### src/rtl/timing_engine_responder_if.sv
// Timing-engine <-> radio responder bundle: enable/direction/isolate in, reset/settle/RX/TX out.
// master = timing engine side, slave = responder; pllLockDet only with TER_LOCK_MONITOR_EN.
interface timing_engine_responder_if;
    logic radioEnable;
    logic radioRxEn;
    logic isolate;
`ifdef TER_LOCK_MONITOR_EN
    logic pllLockDet;
`endif
    logic tArstFs;
    logic pllSettled;
    logic rxActive;
    logic txActive;

    modport master (
        output radioEnable,
        output radioRxEn,
        output isolate,
`ifdef TER_LOCK_MONITOR_EN
        output pllLockDet,
`endif
        input  tArstFs,
        input  pllSettled,
        input  rxActive,
        input  txActive
    );

    modport slave (
        input  radioEnable,
        input  radioRxEn,
        input  isolate,
`ifdef TER_LOCK_MONITOR_EN
        input  pllLockDet,
`endif
        output tArstFs,
        output pllSettled,
        output rxActive,
        output txActive
    );
endinterface

### src/rtl/timing_engine_responder.sv
// Radio responder: FS reset pulse, PLL settle wait, break-before-make RX/TX, isolation clamp.
// Ports: ck, arst (async active-low), bus (slave). Option macro: TER_LOCK_MONITOR_EN.
module timing_engine_responder #(
    parameter int RST_CYCLES    = 4,
    parameter int SETTLE_CYCLES = 40
) (
    input logic                       ck,
    input logic                       arst,
    timing_engine_responder_if.slave  bus
);
    localparam int MAXC = (RST_CYCLES > SETTLE_CYCLES) ?
                          RST_CYCLES : SETTLE_CYCLES;
    localparam int CW = $clog2(MAXC + 1);

    localparam logic [CW-1:0] RST_LAST = CW'(RST_CYCLES - 1);
    localparam logic [CW-1:0] SET_LAST = CW'(SETTLE_CYCLES - 1);
    localparam logic [CW-1:0] SET_SAT  = CW'(SETTLE_CYCLES);

    localparam logic [1:0] IDLE   = 2'd0;
    localparam logic [1:0] FSRST  = 2'd1;
    localparam logic [1:0] SETTLE = 2'd2;
    localparam logic [1:0] READY  = 2'd3;

    logic [1:0]    state;
    logic [CW-1:0] cnt;
    logic          tarst_q;
    logic          pll_q;
    logic          rx_q;
    logic          tx_q;
    logic          pend;
    logic          lock_ok;

`ifdef TER_LOCK_MONITOR_EN
    assign lock_ok = bus.pllLockDet;
`else
    assign lock_ok = 1'b1;
`endif

    always_ff @(posedge ck or negedge arst) begin
        if (!arst) begin
            state   <= IDLE;
            cnt     <= '0;
            tarst_q <= 1'b0;
            pll_q   <= 1'b0;
            rx_q    <= 1'b0;
            tx_q    <= 1'b0;
            pend    <= 1'b0;
        end else if (state != IDLE && !bus.radioEnable) begin
            state   <= IDLE;
            cnt     <= '0;
            tarst_q <= 1'b0;
            pll_q   <= 1'b0;
            rx_q    <= 1'b0;
            tx_q    <= 1'b0;
        end else begin
            unique case (1'b1)
                (state == IDLE): begin
                    if (bus.radioEnable) begin
                        state   <= FSRST;
                        cnt     <= '0;
                        tarst_q <= 1'b1;
                    end
                end
                (state == FSRST): begin
                    if (cnt == RST_LAST) begin
                        state   <= SETTLE;
                        cnt     <= '0;
                        tarst_q <= 1'b0;
                    end else begin
                        cnt <= cnt + 1'b1;
                    end
                end
                (state == SETTLE): begin
                    if (cnt >= SET_LAST && lock_ok) begin
                        state <= READY;
                        cnt   <= '0;
                        pll_q <= 1'b1;
                        pend  <= bus.radioRxEn;
                    end else if (cnt != SET_SAT) begin
                        // saturate while waiting on lock
                        cnt <= cnt + 1'b1;
                    end
                end
                (state == READY): begin
                    if (!lock_ok) begin
                        state <= SETTLE;
                        cnt   <= '0;
                        pll_q <= 1'b0;
                        rx_q  <= 1'b0;
                        tx_q  <= 1'b0;
                    end else begin
                        // pend holds last sampled direction; an
                        // enable asserts only after one stable gap
                        pend <= bus.radioRxEn;
                        if ((rx_q && !bus.radioRxEn) ||
                            (tx_q &&  bus.radioRxEn)) begin
                            rx_q <= 1'b0;
                            tx_q <= 1'b0;
                        end else if (!rx_q && !tx_q &&
                                     bus.radioRxEn == pend) begin
                            rx_q <=  bus.radioRxEn;
                            tx_q <= !bus.radioRxEn;
                        end
                    end
                end
            endcase
        end
    end

    assign bus.tArstFs    = tarst_q & ~bus.isolate;
    assign bus.pllSettled = pll_q   & ~bus.isolate;
    assign bus.rxActive   = rx_q    & ~bus.isolate;
    assign bus.txActive   = tx_q    & ~bus.isolate;
endmodule

### src/flat_wrapper.sv
// flat-port wrapper written by rule: the top's interface ports become plain ports
module timing_engine_responder_flat 
#(
    parameter int RST_CYCLES    = 4,
    parameter int SETTLE_CYCLES = 40
)
  (ck, arst, bus_radioEnable, bus_radioRxEn, bus_isolate, bus_tArstFs, bus_pllSettled, bus_rxActive, bus_txActive);
  timing_engine_responder_if bus_i ();
  input logic ck;
  input logic arst;
  input wire logic [$bits(bus_i.radioEnable)-1:0] bus_radioEnable;
  input wire logic [$bits(bus_i.radioRxEn)-1:0] bus_radioRxEn;
  input wire logic [$bits(bus_i.isolate)-1:0] bus_isolate;
  output wire logic [$bits(bus_i.tArstFs)-1:0] bus_tArstFs;
  output wire logic [$bits(bus_i.pllSettled)-1:0] bus_pllSettled;
  output wire logic [$bits(bus_i.rxActive)-1:0] bus_rxActive;
  output wire logic [$bits(bus_i.txActive)-1:0] bus_txActive;
  assign bus_i.radioEnable = bus_radioEnable;
  assign bus_i.radioRxEn = bus_radioRxEn;
  assign bus_i.isolate = bus_isolate;
  assign bus_tArstFs = bus_i.tArstFs;
  assign bus_pllSettled = bus_i.pllSettled;
  assign bus_rxActive = bus_i.rxActive;
  assign bus_txActive = bus_i.txActive;
  timing_engine_responder #(.RST_CYCLES(RST_CYCLES), .SETTLE_CYCLES(SETTLE_CYCLES)) u_core (.ck(ck), .arst(arst), .bus(bus_i));
endmodule
### config.mk
export PLATFORM = sky130hd
export DESIGN_NAME = timing_engine_responder_flat
export DESIGN_NICKNAME = d
export VERILOG_FILES = /design/src/rtl/timing_engine_responder_if.sv /design/src/rtl/timing_engine_responder.sv /design/src/flat_wrapper.sv
export SDC_FILE = /design/constraint.sdc
export NUM_CORES = 1
export LEC_CHECK = 0
export BUFFER_PORTS_ARGS = -buffer_cell sky130_fd_sc_hd__clkbuf_2
export CELL_PAD_IN_SITES_DETAIL_PLACEMENT = 1
export CELL_PAD_IN_SITES_GLOBAL_PLACEMENT = 1
export CORE_UTILIZATION = 25
export CTS_CLUSTER_DIAMETER = 150
export DETAILED_ROUTE_END_ITERATION = 12
export GPL_TIMING_DRIVEN = 0
export MAX_ROUTING_LAYER = met4
export PLACE_DENSITY_LB_ADDON = 0.1
export SETUP_SLACK_MARGIN = 0.4
export SLEW_MARGIN = 20
export SYNTH_ARGS = -nofsm -noshare
export SYNTH_HDL_FRONTEND = slang
export SYNTH_SLANG_ARGS = --single-unit
export TNS_END_PERCENT = 1
### constraint.sdc
create_clock -name ck -period 2.3 [get_ports ck]
set_input_delay 0.345 -clock ck [delete_from_list [all_inputs] [get_ports ck]]
set_output_delay 0.345 -clock ck [all_outputs]
set_load 0.02 [all_outputs]
==> results of run 1 <==
## per-stage QoR
step                total power (uW)  util, %  hold slack [ps]
detailed placement               895     29.2              288
global route                    1270     33.0              321
global placement                 887     29.2              283
finish                          1170     33.0              311
floorplan                        752        -             49.4
CTS                             1080     30.8              307
## worst max-delay path, stage by stage, from the launching register on
cell       delay, ps
dfrtp_1          410
ha_4             180
nand2b_4          60
or4_4            410
buf_6            150
a32oi_4          240
nand2b_4         200
o2bb2ai_2         60
## flip-flops by register name (all words and copies together) (netlist names)
signal          cells
u_core.state        2
u_core.pll_q        1
u_core.rx_q         1
u_core.pend         1
u_core.tx_q         1
u_core.cnt          6
u_core.tarst_q      1
## cell usage in the layout (no fill, tap or decap), types with 2 or more instances in the layout
| cell type | instances |
|---|---|
| buf_4 | 6 |
| a31oi_1 | 2 |
| ha_1 | 5 |
| o21ai_0 | 4 |
| inv_1 | 8 |
| mux2i_1 | 3 |
| nand2b_4 | 2 |
| nand3_1 | 3 |
| a21oi_1 | 8 |
| dfrtp_1 | 11 |
| nand2_1 | 8 |
| clkbuf_2 | 8 |
| dfrtp_2 | 2 |
| clkbuf_4 | 3 |
| nor2b_1 | 3 |
| nor3_1 | 3 |
| nor2_1 | 4 |
| o21ai_1 | 4 |
## power breakdown
group	total (uW)	switching [uW]	internal [uW]	leakage, uW
Clock	162	95.0	67.3	0.0000150
Sequential	353	61.2	292	0.000171
Combinational	650	370	280	0.000309
## what timing repair did
action                                  4_1_cts  5_1_grt
endpoints found under the setup margin        9        8
gates resized for setup                       4        8
hold buffers                                  1        0
buffers inserted                              1        5
pin swaps                                     0        3
hold endpoints to repair                     13        0
## layer usage
layer  global-route usage (%)  up-vias
li1                         -      377
met1                     17.4      394
met2                     23.8        2
met3                     1.89        2
met4                     5.84        0
met5                        -        -
## cell usage after synthesis, types with 2 or more instances
cell type / n
mux2i_1: 3
inv_1: 9
nor2_1: 5
nand2b_1: 2
a31oi_1: 2
o21ai_0: 5
nor3_1: 4
nor2b_1: 3
ha_1: 6
dfrtp_1: 13
a21oi_1: 8
o21ai_1: 4
nand3_1: 3
o2bb2ai_1: 2
nand2_1: 8
## area by class of cell
class	instances	area [sq um]
clock buffer	4	26.3
timing repair buffer	15	95.1
fill	394	2240
inverter	9	33.8
tap	46	57.6
buffer	2	16.3
multi-input combinational	72	543
sequential	13	328
## kinds of logic (layout without fill, tap and decap cells)
family                   after synthesis  after routing  share of synthesized area [%]
buffers and inverters                 11             30                           5.71
adder cells (fa/ha/maj)                6              6                           8.57
AO/OA/AOI/OAI                         30             30                           24.1
flip-flops                            13             13                           37.1
AND/OR/NAND/NOR                       32             32                           19.7
multiplexers                           4              4                           4.71
## how the worst max path moves through the flow
stage / endpoint / slack [ps] / cells past startpoint
6_report: u_core.cnt[2] / 490 / 7
5_1_grt: u_core.tarst_q / 400 / 7
4_1_cts: u_core.cnt[2] / 370 / 7
3_5_place_dp: u_core.cnt[2] / 210 / 7
3_3_place_gp: u_core.cnt[2] / 180 / 7
2_1_floorplan: u_core.cnt[2] / 500 / 7
==> run metrics, run 1 <==
worst min-delay path startpoint=bus_radioRxEn; row count=21; post-synthesis sequential area ratio=37.1%; I/O pin count=9; R2R depth=7; Hold/Removal Path Class=primary input to register; Hold Path Stages=2; # port buffers=8; Seq cells post-synth=13; via count=775; Die H=61.2 um; outcome=finished, final reports clean; post-route setup slack=485 ps; H-tree Lvls=1; ratio of cells with drive above 1 in the final layout=29.6%; Slew headroom=74.6%; Cell Area, Synth=slightly below 900 sq um; Met2 Wirelength=roughly 1100 um; Post-synth ARST share=100%; first-pass GRT wire length=3630 um; VDD IR max=216 uV; Worst Clk Skew=16.4 ps; reg-to-reg startpoint=u_core.cnt[0]; Yosys top cell area share=37.1%; Antenna diodes=0; Starting Density=roughly a quarter; final hold vios=0; endpoints failing setup=0; full die area=3740 sq um; Top FF cell, synth=dfrtp_1; Worst Path Class, Setup=register to register; min Tclk post-route=1810 ps; setup TNS=0 ps; number of flops mapped to enable cells by yosys=0; CTS clock-pin slew for the worst setup and hold paths=90 ps; M1 WL=1040 um; root buf cell=clkbuf_4; met3 WL=26 um; core footprint=approximately 3300 sq um; Final nets=127; Finished Cell Area=~1100 sq um; reg2reg setup slack=490 ps; RR Endpoint=u_core.cnt[2]; Synth cell types=34; Die Width=61.2 um; Placer Congestion=0.728; post-synth top area cell=dfrtp_1; clk sinks=13; CP startpoint kind=register; Cells after Synth=96; DP Worst Slack=213 ps; TritonCTS buffer count=3; DRC=0; Placed Cells=150; post-route antenna net violation count=0; clock latency on the worst-skew pair=290 ps; Static Leak=0.000495 uW; Slew @ Worst Pin=381 ps; Post-Route WL=2230 um; gr usage total=approximately 14%; dpl cell area=973 sq um; Final period util=78.9%; vias in the first global route=746; CP startpoint=u_core.cnt[0]; top sig layer=met4; Iter 0 DRT Violations=34; CTS tree=yes; Initial DRT Pass Iterations=4; Fmax=between 500 and 600 MHz; WP data required=2480 ps; non-filler cells, final=approximately 160; max-cap violations=0; CP max FO=6; clock buffer depth=2; Net Count, Synth=107; pin count of the biggest net entering global routing=14; Area contributors post-synth=dfrtp_1 (37%), ha_1 (8.6%), a21oi_1 (4.6%), inv_1 (3.9%), mux2i_1 (3.4%); unrepaired setup endpoints after global routing=no; DR vias/cell=4.81; Overflow after GRT=0; dpl hpwl=1620 um; yosys warns=0; Area Growth Syn to Fin=25.6%; Worst Hold End=u_core.pend; Crit. End Element=register; Worst Path Arrival=1990 ps; pwr dens=around 1100 nW/um^2; initial antenna violation count=0; Final Max Tran Viols=0; synthesized area per cell=9.12 sq um; WL/cell=13.8 um
Note: power is estimated with default switching activity, not from simulation.
==> run 2, diff against run 1 <==
Settings changed: ABC_AREA set to 1.
Clock period 2.3 ns to 1.8 ns, I/O delays scaled along.
==> run metrics, run 2 <==
outcome=finished, final reports clean; reg2reg setup slack=440 ps (-40 ps); setup TNS=0 ps (unchanged); Net Count, Synth=130 (+21%); VDD IR max=537 uV (+150%); Die Width=61.4 um (+0.28%); Die H=61.4 um (+0.28%); Initial DRT Pass Iterations=3 (-1); yosys warns=0 (unchanged); top-count cell post-synth=nand2_1; Worst Path Class, Setup=register to register; Antenna diodes=0 (unchanged); Reg with most FFs=u_core.cnt; Top FF cell, synth=dfrtp_1; worst min-delay path startpoint=bus_radioRxEn; Cells after Synth=119 (+24%); Hold Path Stages=3 (+1); vias in the first global route=785 (+5.2%); DP Worst Slack=145 ps (-67.4 ps); area occupied by multi-input gates=522 sq um (-3.9%); Seq cells post-synth=13 (unchanged); Area Growth Syn to Fin=27.7%; Placer Congestion=0.713 (-2.1%); number of flops mapped to enable cells by yosys=0 (unchanged); Crit. End Element=register; ratio of cells with drive above 1 in the final layout=26.8% (-2.8 points); Worst Path Arrival=1580 ps (-410 ps); Hold/Removal Path Class=primary input to register; Synth cell types=21 (-38%); Overflow after GRT=0 (unchanged); CP Buf/Inv Count=3 (+2); clock buffer depth=2 (unchanged); Slew headroom=76.6% (+1.9 points); via count=830 (+7.1%); Static Leak=0.000569 uW (+15%); Worst Clk Skew=7.60 ps (-8.82 ps); WP data required=2020 ps (-460 ps); clock latency on the worst-skew pair=280 ps (about the same); reg-to-reg startpoint=u_core.state[0]; Starting Density=26.2% (-0.056 points); Fmax=736 MHz (+34%); commonest non-fill, non-tap cell in the layout=nand2_1; max FFs per register=6 (unchanged); gr usage total=14.1% (-0.23 points); Area contributors post-synth=dfrtp_1 (37%), nand2_1 (13%), nor2_1 (8.9%), ha_1 (8.5%), nand4_1 (5.7%); biggest registers after layout=u_core.cnt (6), u_core.state (2); cell family with most CP delay=flip-flops; Post-synth ARST share=100% (unchanged); clk sinks=13 (unchanged); Post-synth top cells=nand2_1 (30), nor2_1 (21), dfrtp_1 (13); post-synth top area cell=dfrtp_1; CP cell instances=inv_2, ha_4, nor2_4, buf_4, nor2_4, buf_4, nand4_1, nand2_1; min Tclk post-route=1360 ps (-455 ps); Worst Hold End=u_core.pend; post-route setup slack=441 ps (-44.6 ps); unrepaired setup endpoints after global routing=yes; CTS tree=yes; TritonCTS buffer count=3 (unchanged); DRC=0 (unchanged); first-pass GRT wire length=3680 um (+1.5%); sequential cell area=325 sq um (-0.76%); post-synthesis sequential area ratio=36.9% (-0.21 points); slowest stage cell, crit path=dfrtp_1; full die area=3770 sq um (+0.56%); H-tree Lvls=1 (unchanged); Yosys top cell area share=36.9% (-0.21 points); Cell Area, Synth=881 sq um (+0.57%); CP startpoint kind=register; RR Endpoint=u_core.state[1]; dpl cell area=978 sq um (+0.51%); initial antenna violation count=0 (unchanged); post-route antenna net violation count=0 (unchanged); root buf cell=clkbuf_4; synthesized area per cell=7.40 sq um (-19%); endpoints failing setup=0 (unchanged); DR vias/cell=4.41 (-8.3%); most frequent cells in the layout=nand2_1 (30), nor2_1 (21), dfrtp_1 (13); Final Max Tran Viols=0 (unchanged); Layout fillers=443 (+12%); I/O pin count=9 (unchanged); Finished Cell Area=1120 sq um (+2.3%); # port buffers=8 (unchanged); WL/cell=11.5 um (-17%); R2R depth=8 (+1); Post-Route WL=2170 um (-2.8%); Largest stage delay, worst path=430 ps (+20 ps); final hold vios=0 (unchanged); Final period util=75.5% (-3.4 points); pin count of the biggest net entering global routing=14 (unchanged); row count=21 (unchanged); pwr dens=1350 nW/um^2 (+27%); max-cap violations=0 (unchanged); CP max FO=5 (-1); core footprint=3360 sq um (+0.79%); CTS clock-pin slew for the worst setup and hold paths=100 ps (about the same); dpl hpwl=1620 um (+0.22%); Final nets=154 (+21%); Slew @ Worst Pin=348 ps (-32.9 ps); Iter 0 DRT Violations=7 (-79%)
run 2: cell types whose count changed after synthesis, moves of 7 or more:
cell,previous run,this run
a21oi_1,8,1
nand2_1,8,30
nand4_1,0,8
nor2_1,5,21
run 2: how the worst max path moves through the flow:
stage	startpoint	endpoint	depth (start not counted)
2_1_floorplan	u_core.state[0]	u_core.state[0]	8
3_3_place_gp	u_core.state[0]	u_core.cnt[4]	8
3_5_place_dp	u_core.state[0]	u_core.cnt[2]	8
4_1_cts	u_core.state[0]	u_core.cnt[0]	8
5_1_grt	u_core.state[0]	u_core.cnt[5]	9
6_report	u_core.state[0]	u_core.state[1]	8
run 2: repair_timing:
action | in CTS | in global routing
buffers inserted | 6 | 4
pin swaps | 3 | 1
resized for setup | 4 | 3
hold buffers | 1 | 0
endpoints found under the setup margin | 10 | 10
gates cloned | 0 | 0
hold endpoints to repair | 13 | 0
run 2: cells by family after synthesis:
kind of cell | count (synthesis) | share of synthesized area, %
buffers and inverters | 15 | 6.39
XOR/XNOR | 1 | 0.994
AO/OA/AOI/OAI | 11 | 8.52
AND/OR/NAND/NOR | 73 | 38.6
flip-flops | 13 | 36.9
adder cells (fa/ha/maj) | 6 | 8.52
run 2: metrics by stage:
| stage | std cells | hold WS, ps | utilization [%] | total power, uW |
|---|---|---|---|---|
| after detailed placement | 173 | 199 | 29.1 | 1120 |
| after global placement | 173 | 201 | 29.1 | 1100 |
| after CTS | 184 | 244 | 32.3 | 1470 |
| after global routing | 188 | 278 | 33.4 | 1670 |
| after floorplan | 119 | -25.6 | - | 930 |
| final | 188 | 239 | 33.4 | 1520 |
run 2: area by class of cell:
cell class | instances | share of cell area [%]
timing repair buffer | 19 | 12.2
multi-input combinational | 91 | 46.4
sequential | 13 | 28.9
inverter | 15 | 5.01
clock buffer | 4 | 2.34
tap | 46 | 5.12
run 2: worst reg2reg max path, delay by kind of cell, from the launching register on:
| family | cells | cell delay, ps |
|---|---|---|
| flip-flops | 1 | 430 |
| adder cells (fa/ha/maj) | 1 | 160 |
| buffers and inverters | 3 | 410 |
| AND/OR/NAND/NOR | 4 | 330 |
run 2: power by group:
part | switching (uW) | internal [uW]
clock | 109 | 85.9
sequential | 56.3 | 363
combinational | 517 | 384
run 2: layer usage:
metal	track usage [%]	up-vias	part of all wire (%)
li1	-	429	-
met1	18.6	390	51
met2	21.7	7	46
met3	2.52	4	1.9
met4	4.76	0	1.4
met5	-	-	0
==> run 3, diff against run 2 <==
Clock period 1.8 ns to 1.26 ns, I/O delays scaled along.
==> run metrics, run 3 (same netlist as run 2, synthesis figures left out) <==
outcome=finished, violations left; failing checks=setup timing; pwr dens=1910 nW/um^2 (+42%); biggest registers after layout=u_core.cnt (6), u_core.state (2); most frequent CP cell=inv_2; Starting Density=26.2% (unchanged); clock latency on the worst-skew pair=270 ps (about the same); max-cap violations=0 (unchanged); DR vias/cell=4.36 (-1.3%); CP cell instances=inv_2, ha_4, nor2_4, inv_2, o21ai_4, buf_12, buf_16, nand4_1, nand2_1; CP startpoint=u_core.state[1]; cell family with most CP delay=buffers and inverters; H-tree Lvls=1 (unchanged); Reg with most FFs=u_core.cnt; met3 WL=53 um (+29%); Area Growth Syn to Fin=40.5%; CP Buf/Inv Count=4 (+1); commonest non-fill, non-tap cell in the layout=nand2_1; Die Width=61.4 um (unchanged); pin count of the biggest net entering global routing=14 (unchanged); Hold/Removal Path Class=primary input to register; post-route antenna net violation count=0 (unchanged); R2R depth=9 (+1); Placer Congestion=0.750 (+5.2%); Post-Route WL=2260 um (+4.3%); Antenna diodes=0 (unchanged); dpl hpwl=1610 um (-0.96%); Overflow after GRT=0 (unchanged); CP max FO=5 (unchanged); CP startpoint kind=register; slowest stage cell, crit path=dfrtp_1; initial antenna violation count=0 (unchanged); Static Leak=0.000597 uW (+5.0%); unrepaired setup endpoints after global routing=yes; via count=832 (+0.24%); post-route setup slack=-129 ps (-570 ps); Worst Path Class, Setup=register to register; Final Max Tran Viols=0 (unchanged); most frequent cells in the layout=nand2_1 (27), nor2_1 (19), dfrtp_1 (13); full die area=3770 sq um (unchanged); worst min-delay path startpoint=bus_radioRxEn; max FFs per register=6 (unchanged); WP data required=1430 ps (-590 ps); Iter 0 DRT Violations=20 (+13); row count=21 (unchanged); Slew @ Worst Pin=345 ps (-2.89 ps); M1 WL=1130 um (+2.7%); Worst Path Arrival=1560 ps (-20 ps); CTS clock-pin slew for the worst setup and hold paths=90 ps (about the same); Largest stage delay, worst path=430 ps (about the same); endpoints failing setup=11 (+11); DRC=0 (unchanged); VDD IR max=834 uV (+55%); Die H=61.4 um (unchanged); Fmax=720 MHz (-2.1%); # port buffers=8 (unchanged); Initial DRT Pass Iterations=6 (+3); ratio of cells with drive above 1 in the final layout=34.5% (+7.7 points); CP Depth=9 (+1); clock buffer depth=2 (unchanged); setup TNS=-1100 ps (-1100 ps); Met2 Wirelength=1060 um (+6.4%); CTS tree=yes; root buf cell=clkbuf_4; top sig layer=met4; core footprint=3360 sq um (unchanged); Final period util=110% (+35 points); Final nets=157 (+1.9%); WL/cell=11.8 um (+2.7%); first-pass GRT wire length=3650 um (-0.92%); Slew headroom=76.7% (+0.20 points); gr usage total=13.9% (-0.23 points); I/O pin count=9 (unchanged); Hold Path Stages=3 (unchanged); final hold vios=0 (unchanged); clk sinks=13 (unchanged); vias in the first global route=809 (+3.1%); min Tclk post-route=1390 ps (+29.6 ps); TritonCTS buffer count=3 (unchanged); Worst Clk Skew=3.18 ps (-4.42 ps); Crit. End Element=register; reg-to-reg startpoint=u_core.state[1]; Fin Hold WS=168 ps (-71.1 ps)
[run 3: layout make-up]
| cell class | count | area, sq um |
|---|---|---|
| Inverter | 15 | 58.8 |
| Tap cell | 46 | 57.6 |
| Multi-Input combinational cell | 91 | 559 |
| Sequential cell | 13 | 325 |
| Clock buffer | 4 | 26.3 |
| Timing Repair Buffer | 22 | 210 |
| Fill cell | 437 | 2130 |
[run 3: worst paths after layout]
| kind | endpoint | slack, ps |
|---|---|---|
| worst max-delay path | u_core.cnt[1] | -130 |
| worst min-delay path | u_core.pend | 170 |
| worst max register to register | u_core.cnt[1] | -130 |
| worst min register to register | u_core.pend | 530 |
| max in group asynchronous | u_core.cnt[3] | 640 |
| min in group asynchronous | u_core.tarst_q | 350 |
[run 3: metrics by stage]
step	total power [uW]	cells	utilization, %	area (sq um)	worst slack, ps
5_1_grt	2570	191	36.8	1240	-220
2_1_floorplan	1370	119	-	898	-33.2
3_5_place_dp	1630	173	29.6	996	-290
3_3_place_gp	1630	173	29.6	996	-261
6_report	2370	191	36.8	1240	-129
4_1_cts	2290	188	35.0	1180	-135
[run 3: layer usage]
| layer | vias to the layer above | GRT usage (%) |
|---|---|---|
| met5 | - | - |
| met4 | 0 | 3.81 |
| met3 | 2 | 1.89 |
| met2 | 12 | 21.4 |
| met1 | 383 | 19.0 |
| li1 | 435 | - |
[run 3: worst register-to-register path: cells and delay by family (launching register included)]
kind                       cells  cell delay, ps
AOI/OAI and AO/OA              1              80
adders and majority gates      1             150
buffers and inverters          4             450
DFF                            1             430
and+or+nand+nor                3             170
[run 3: report_power, final]
group          switching, uW  total [uW]  internal [uW]
registers               97.5         616            518
logic                    793        1480            688
clock network            149         272            122
total                   1040        2370           1330
[run 3: what timing repair did]
action                     in CTS  in global routing
gates resized for setup         8                 19
gates cloned                    1                  0
setup endpoints to repair      17                 17
hold endpoints to repair       13                  0
hold buffers                    1                  0
buffers inserted                9                  3
pin swaps                       8                 12
